$ cat config.mk
export PLATFORM = sky130hd
export DESIGN_NAME = dmem_arbiter
export DESIGN_NICKNAME = d
export VERILOG_FILES = /design/src/rtl/dmem_arb_pkg.sv /design/src/rtl/rr_pick2.sv /design/src/rtl/dmem_arbiter.sv
export SDC_FILE = /design/constraint.sdc
export NUM_CORES = 1
export LEC_CHECK = 0
export ABC_AREA = 1
export BUFFER_PORTS_ARGS = -buffer_cell sky130_fd_sc_hd__buf_2
export CORE_MARGIN = 2
export CORE_UTILIZATION = 47
export CTS_CLUSTER_SIZE = 30
export DETAILED_ROUTE_END_ITERATION = 10
export HOLD_SLACK_MARGIN = 0.06
export PLACE_DENSITY_LB_ADDON = 0.15
export SYNTH_ARGS = -nofsm -noshare
export SYNTH_HDL_FRONTEND = slang
export SYNTH_SLANG_ARGS = --single-unit
$ cat constraint.sdc
create_clock -name clk -period 1.8 [get_ports clk]
set_clock_uncertainty 0.1 [all_clocks]
set_input_delay 0.45 -clock clk [delete_from_list [all_inputs] [get_ports clk]]
set_output_delay 0.45 -clock clk [all_outputs]
set_load 0.01 [all_outputs]
$ cat src/rtl/dmem_arb_pkg.sv
// Shared types and constants for the two-master data-memory arbiter.
package dmem_arb_pkg;

  typedef enum logic [1:0] {
    StIdle,
    StIssue,
    StWait,
    StAck
  } arb_state_e;

  localparam logic M0 = 1'b0;
  localparam logic M1 = 1'b1;

  // Wide enough for read latencies 1..7.
  localparam int unsigned CntW = 3;

endpackage

$ cat src/rtl/rr_pick2.sv
// Combinational 2-way selector: single requester wins, ties go by priority or round-robin.
module rr_pick2
  import dmem_arb_pkg::*;
(
  input  logic [1:0] req_i,
  input  logic       last_i,
  input  logic       prio_m0_i,
  output logic       gnt_id_o,
  output logic       any_o
);

  // Winner decode; on a tie round-robin favours the master not granted last.
  always_comb begin
    any_o    = |req_i;
    gnt_id_o = M0;
    case (req_i)
      2'b01:   gnt_id_o = M0;
      2'b10:   gnt_id_o = M1;
      2'b11:   gnt_id_o = prio_m0_i ? M0 : ~last_i;
      default: gnt_id_o = M0;
    endcase
  end

endmodule

$ cat src/rtl/dmem_arbiter.sv
// Two-master arbiter serialising accesses onto a single data-memory port.
module dmem_arbiter
  import dmem_arb_pkg::*;
#(
  parameter int unsigned AW      = 32,
  parameter int unsigned DW      = 32,
  parameter int unsigned MEM_LAT = 1,
  parameter int unsigned PRIO_M0 = 0
) (
  input  logic          clk,
  input  logic          rstn,
  input  logic          m0_req,
  input  logic          m0_wen,
  input  logic [AW-1:0] m0_addr,
  input  logic [DW-1:0] m0_wdata,
  output logic          m0_ack,
  output logic [DW-1:0] m0_rdata,
  input  logic          m1_req,
  input  logic          m1_wen,
  input  logic [AW-1:0] m1_addr,
  input  logic [DW-1:0] m1_wdata,
  output logic          m1_ack,
  output logic [DW-1:0] m1_rdata,
  output logic          mem_en,
  output logic          mem_wen,
  output logic [AW-1:0] mem_addr,
  output logic [DW-1:0] mem_wdata,
  input  logic [DW-1:0] mem_rdata,
  output logic          busy
);

  localparam logic            PrioM0Bit = (PRIO_M0 != 0);
  localparam logic [CntW-1:0] CntOne    = CntW'(1);
  localparam logic [CntW-1:0] CntLoad   = CntW'(MEM_LAT);

  arb_state_e      state_q, state_d;
  logic            id_q, id_d;
  logic            wen_q, wen_d;
  logic            last_q, last_d;
  logic [AW-1:0]   addr_q, addr_d;
  logic [DW-1:0]   wdata_q, wdata_d;
  logic [DW-1:0]   rdata0_q, rdata0_d;
  logic [DW-1:0]   rdata1_q, rdata1_d;
  logic [CntW-1:0] cnt_q, cnt_d;
  logic            pick_id;
  logic            pick_any;

  rr_pick2 u_pick (
    .req_i    ({m1_req, m0_req}),
    .last_i   (last_q),
    .prio_m0_i(PrioM0Bit),
    .gnt_id_o (pick_id),
    .any_o    (pick_any)
  );

  // State register.
  always_ff @(posedge clk or negedge rstn) begin
    if (!rstn) begin
      state_q <= StIdle;
    end else begin
      state_q <= state_d;
    end
  end

  // Next-state decode.
  always_comb begin
    state_d = state_q;
    unique case (state_q)
      StIdle:  if (pick_any) state_d = StIssue;
      StIssue: state_d = wen_q ? StAck : StWait;
      StWait:  if (cnt_q == CntOne) state_d = StAck;
      StAck:   state_d = StIdle;
      default: state_d = StIdle;
    endcase
  end

  // Datapath next values: latch the winner's request, count latency, capture read data.
  always_comb begin
    id_d     = id_q;
    wen_d    = wen_q;
    last_d   = last_q;
    addr_d   = addr_q;
    wdata_d  = wdata_q;
    rdata0_d = rdata0_q;
    rdata1_d = rdata1_q;
    cnt_d    = cnt_q;
    if (state_q == StIdle && pick_any) begin
      id_d   = pick_id;
      last_d = pick_id;
      if (pick_id == M1) begin
        wen_d   = m1_wen;
        addr_d  = m1_addr;
        wdata_d = m1_wdata;
      end else begin
        wen_d   = m0_wen;
        addr_d  = m0_addr;
        wdata_d = m0_wdata;
      end
    end
    if (state_q == StIssue && !wen_q) begin
      cnt_d = CntLoad;
    end
    if (state_q == StWait) begin
      cnt_d = cnt_q - CntOne;
      if (cnt_q == CntOne) begin
        if (id_q == M1) begin
          rdata1_d = mem_rdata;
        end else begin
          rdata0_d = mem_rdata;
        end
      end
    end
  end

  // Datapath registers; an in-flight transfer is simply dropped on reset.
  always_ff @(posedge clk or negedge rstn) begin
    if (!rstn) begin
      id_q     <= M0;
      wen_q    <= 1'b0;
      last_q   <= M1;
      addr_q   <= '0;
      wdata_q  <= '0;
      rdata0_q <= '0;
      rdata1_q <= '0;
      cnt_q    <= '0;
    end else begin
      id_q     <= id_d;
      wen_q    <= wen_d;
      last_q   <= last_d;
      addr_q   <= addr_d;
      wdata_q  <= wdata_d;
      rdata0_q <= rdata0_d;
      rdata1_q <= rdata1_d;
      cnt_q    <= cnt_d;
    end
  end

  // Outputs decoded from registered state only, so no path from req to ack or mem_*.
  always_comb begin
    mem_en    = (state_q == StIssue);
    mem_wen   = (state_q == StIssue) && wen_q;
    mem_addr  = addr_q;
    mem_wdata = wdata_q;
    m0_ack    = (state_q == StAck) && (id_q == M0);
    m1_ack    = (state_q == StAck) && (id_q == M1);
    m0_rdata  = rdata0_q;
    m1_rdata  = rdata1_q;
    busy      = (state_q != StIdle);
  end

endmodule

==> results.md <==
* Largest net degree at the start of global routing at 65
* Die Y at 120 um
* Synth top area share at 53.6%
* WHS at 0.197 ns
* Average vias per placed instance at between 4 and 5
* Run status: finished, violations left
* Seq/Total Area, Yosys at about 54%
* RSZ-0062 raised after global routing: yes
* P_leak at 5.20 nW
* Fin nets at 1262
* Total Power at 15.6 mW
* Avg Inst Size Synth at 7.98 um^2
* Critical Path Source: state_q[1]$_DFFE_PN0P_
* N_diodes at 0
* Cells after Synth at 790
* Pins Over Slew Limit at 0
* Remaining DRCs at 0
* Syn_nets at 963
* Grt total ovfl at 0
* Inst Count DP at 1236
* Crit path max-delay cell type: dfrtp_1
* Post-synth EDFFs at 0
* Final hold vios at 0
* Floorplan row count at 42
* Clock Path Buffers at 2
* HP Start: mem_rdata[19]
* Final Util at 67.4%
* CP required at around 1.3 ns
* First-pass GRT wire length at between 20 and 30 mm
* Dominant cell type by area after synthesis: dfrtp_1
* IO Port Bufs at 298
* Gp weighted congestion at 0.808
* Vias in the first global route at 5832
* Crit path DAT at 1.37 ns
* Critical Path Start Type: flip-flop
* Cell Chain, Critical Path: buf_4 > ha_4 > inv_2 > nor2_2 > buf_6
* Peak Freq at 0.521 GHz
* Initial Util at 47.8%
* Internal power at 9.76 mW
* P&R area growth vs syn at 41.0%
* Worst slew pin tran at 0.417 ns
* Number of H-tree levels at 4
* Clock Latency Late Sink at between 0.4 and 0.5 ns
* CP max FO at 3
* Crit Reg-Reg Startpoint: state_q[1]$_DFFE_PN0P_
* Synth warn at 0
* DP HPWL at 12.5 mm
* Psw at 5.85 mW
* Failing checks: setup timing
* Clock root cell: clkbuf_16
* Pwr Density at 1760 nW/um^2
* Slew HR at 72.2%
* MaxCap Viol Count at 0
* First-pass iteration count of the detailed router at 6
* Clock Pin Slew Worst Setup and Hold Paths at 0.05 ns
* Die width at 120 um
* Setup ws final at -0.120 ns
* Final period util at 107%
* Critical path type: reg2out
* Post-route ant nets at 0
* Worst VDD drop at approximately 0.93 mV
* Clock Sink Count at 136
* FF+latch count, synth at 136
* Final WL at about 18 mm
* CP max stage delay at 0.40 ns
* Initial antenna violation count at 0
* Non-Filler Instances at 1278
* Combinational Power Share at between 40% and 50%
* Commonest non-fill, non-tap cells in the layout: nand2_1 (326), buf_2 (292), dfrtp_1 (134), inv_1 (79), nand3_1 (68)
* I/O Pins at 299
* Ys async rst share at 100%
* Share of layout cells above drive strength 1 at 34.3%
* Die area at 14400 um^2
* CTS tree: yes
* Post-synthesis cell area at ~6300 um^2
* Via count at 6177
* Top cells by area, synth: dfrtp_1 (54%), nand2_1 (20%), nand3_1 (5.4%)
* Sequential share of power at a little over a third
* All-Layer GR Usage at 25.8%
* Switching share of total power at 37.4%
* Critical Path End Type: primary output
* WL/cell at 14.4 um
* Final Critical Period at around 1.9 ns
* Final Setup Violations at 4
* Distinct cells, synth at 17
* Clk pwr share at 23.9%
* Core area at between 10000 and 15000 um^2
* Initial drt markers at 465
* Commonest non-fill, non-tap cell in the layout: nand2_1
* Hold WC Path Type: in2reg
* CTS Buf Count at 17
* Primary FF master, synth: dfrtp_1
[synth_stat cells, types with 2 or more instances]
master,instances
ha_1,7
nor2_1,3
buf_4,4
dfrtp_1,135
clkbuf_1,19
nand2_1,330
nand3b_1,40
inv_1,85
o21ai_0,68
buf_2,24
nand3_1,68
nand3_2,2
[critical path: cells and delay by family, from the launching register on]
family / cells / cell delay [ns]
flops: 1 / 0.40
simple gates: 1 / 0.12
buf+inv: 3 / 0.29
fa+ha+maj: 1 / 0.14
[area by class of cell]
| cell class | count | area, um^2 |
|---|---|---|
| Timing Repair Buffer | 327 | 1880 |
| Sequential cell | 136 | 3410 |
| Tap cell | 176 | 220 |
| Clock buffer | 24 | 502 |
| Inverter | 86 | 325 |
| Multi-Input combinational cell | 521 | 2410 |
| Fill cell | 1150 | 4300 |
| Clock inverter | 8 | 140 |
[final timing paths]
check	to	slack (ns)	cells past startpoint
max in group asynchronous	mem_addr[20]$_DFFE_PN0P_	0.64	3
hold / removal	m0_rdata[19]$_DFFE_PN0P_	0.20	3
setup / recovery	m0_ack	-0.12	5
setup reg to reg	m0_rdata[30]$_DFFE_PN0P_	0.05	8
hold reg to reg	last_q$_DFFE_PN1P_	0.37	2
min in group asynchronous	mem_wdata[26]$_DFFE_PN0P_	0.38	2
[timing repair]
item,in CTS,in global routing
resized for setup,18,12
hold buffers,1,0
buffers inserted,7,1
endpoints found under the setup margin,5,39
gates cloned,0,1
hold endpoints to repair,23,0
pin swaps,3,0
[metal layers]
metal / up-vias / routed length (um) / global-route usage, %
met3: 32 / 1320 / 6.99
li1: 3044 / - / -
met1: 2867 / 7600 / 32.5
met4: 0 / 414 / 9.04
met5: - / 0 / 0
met2: 234 / 9010 / 42.9
[flip-flops by register name, summed over array words and instances, names as in the netlist]
| signal | flops |
|---|---|
| m0_rdata | 32 |
| cnt_q | 3 |
| wen_q | 1 |
| mem_wdata | 32 |
| last_q | 1 |
| state_q | 2 |
| mem_addr | 32 |
| id_q | 1 |
| m1_rdata | 32 |
[per-stage QoR]
| stage | area, um^2 | setup TNS (ns) | setup WS (ns) |
|---|---|---|---|
| final | 8890 | -0.324 | -0.120 |
| after global placement | 8070 | 0 | 0.119 |
| after floorplan | 6310 | 0 | 0.170 |
| after CTS | 8840 | -0.324 | -0.107 |
| after detailed placement | 8070 | 0 | 0.0344 |
| after global routing | 8890 | -1.49 | -0.175 |
[kinds of logic (layout without fill, tap and decap cells)]
family | count (synthesis) | in the layout | share of synthesized area, %
flip-flops | 136 | 136 | 54.0
buffers and inverters | 133 | 445 | 8.63
AND/OR/NAND/NOR | 445 | 445 | 30.5
adder cells (fa/ha/maj) | 7 | 7 | 1.39
AO/OA/AOI/OAI | 69 | 69 | 5.50
[power by group through the flow]
stage / sequential, mW / clock [mW] / combinational, mW
floorplan: 6.13 / 0 / 2.69
global placement: 5.45 / 0 / 5.91
detailed placement: 5.45 / 0 / 6.05
CTS: 5.46 / 3.79 / 6.31
global route: 5.66 / 3.94 / 7.19
finish: 5.48 / 3.74 / 6.40
Note: power is estimated with default switching activity, not from simulation.
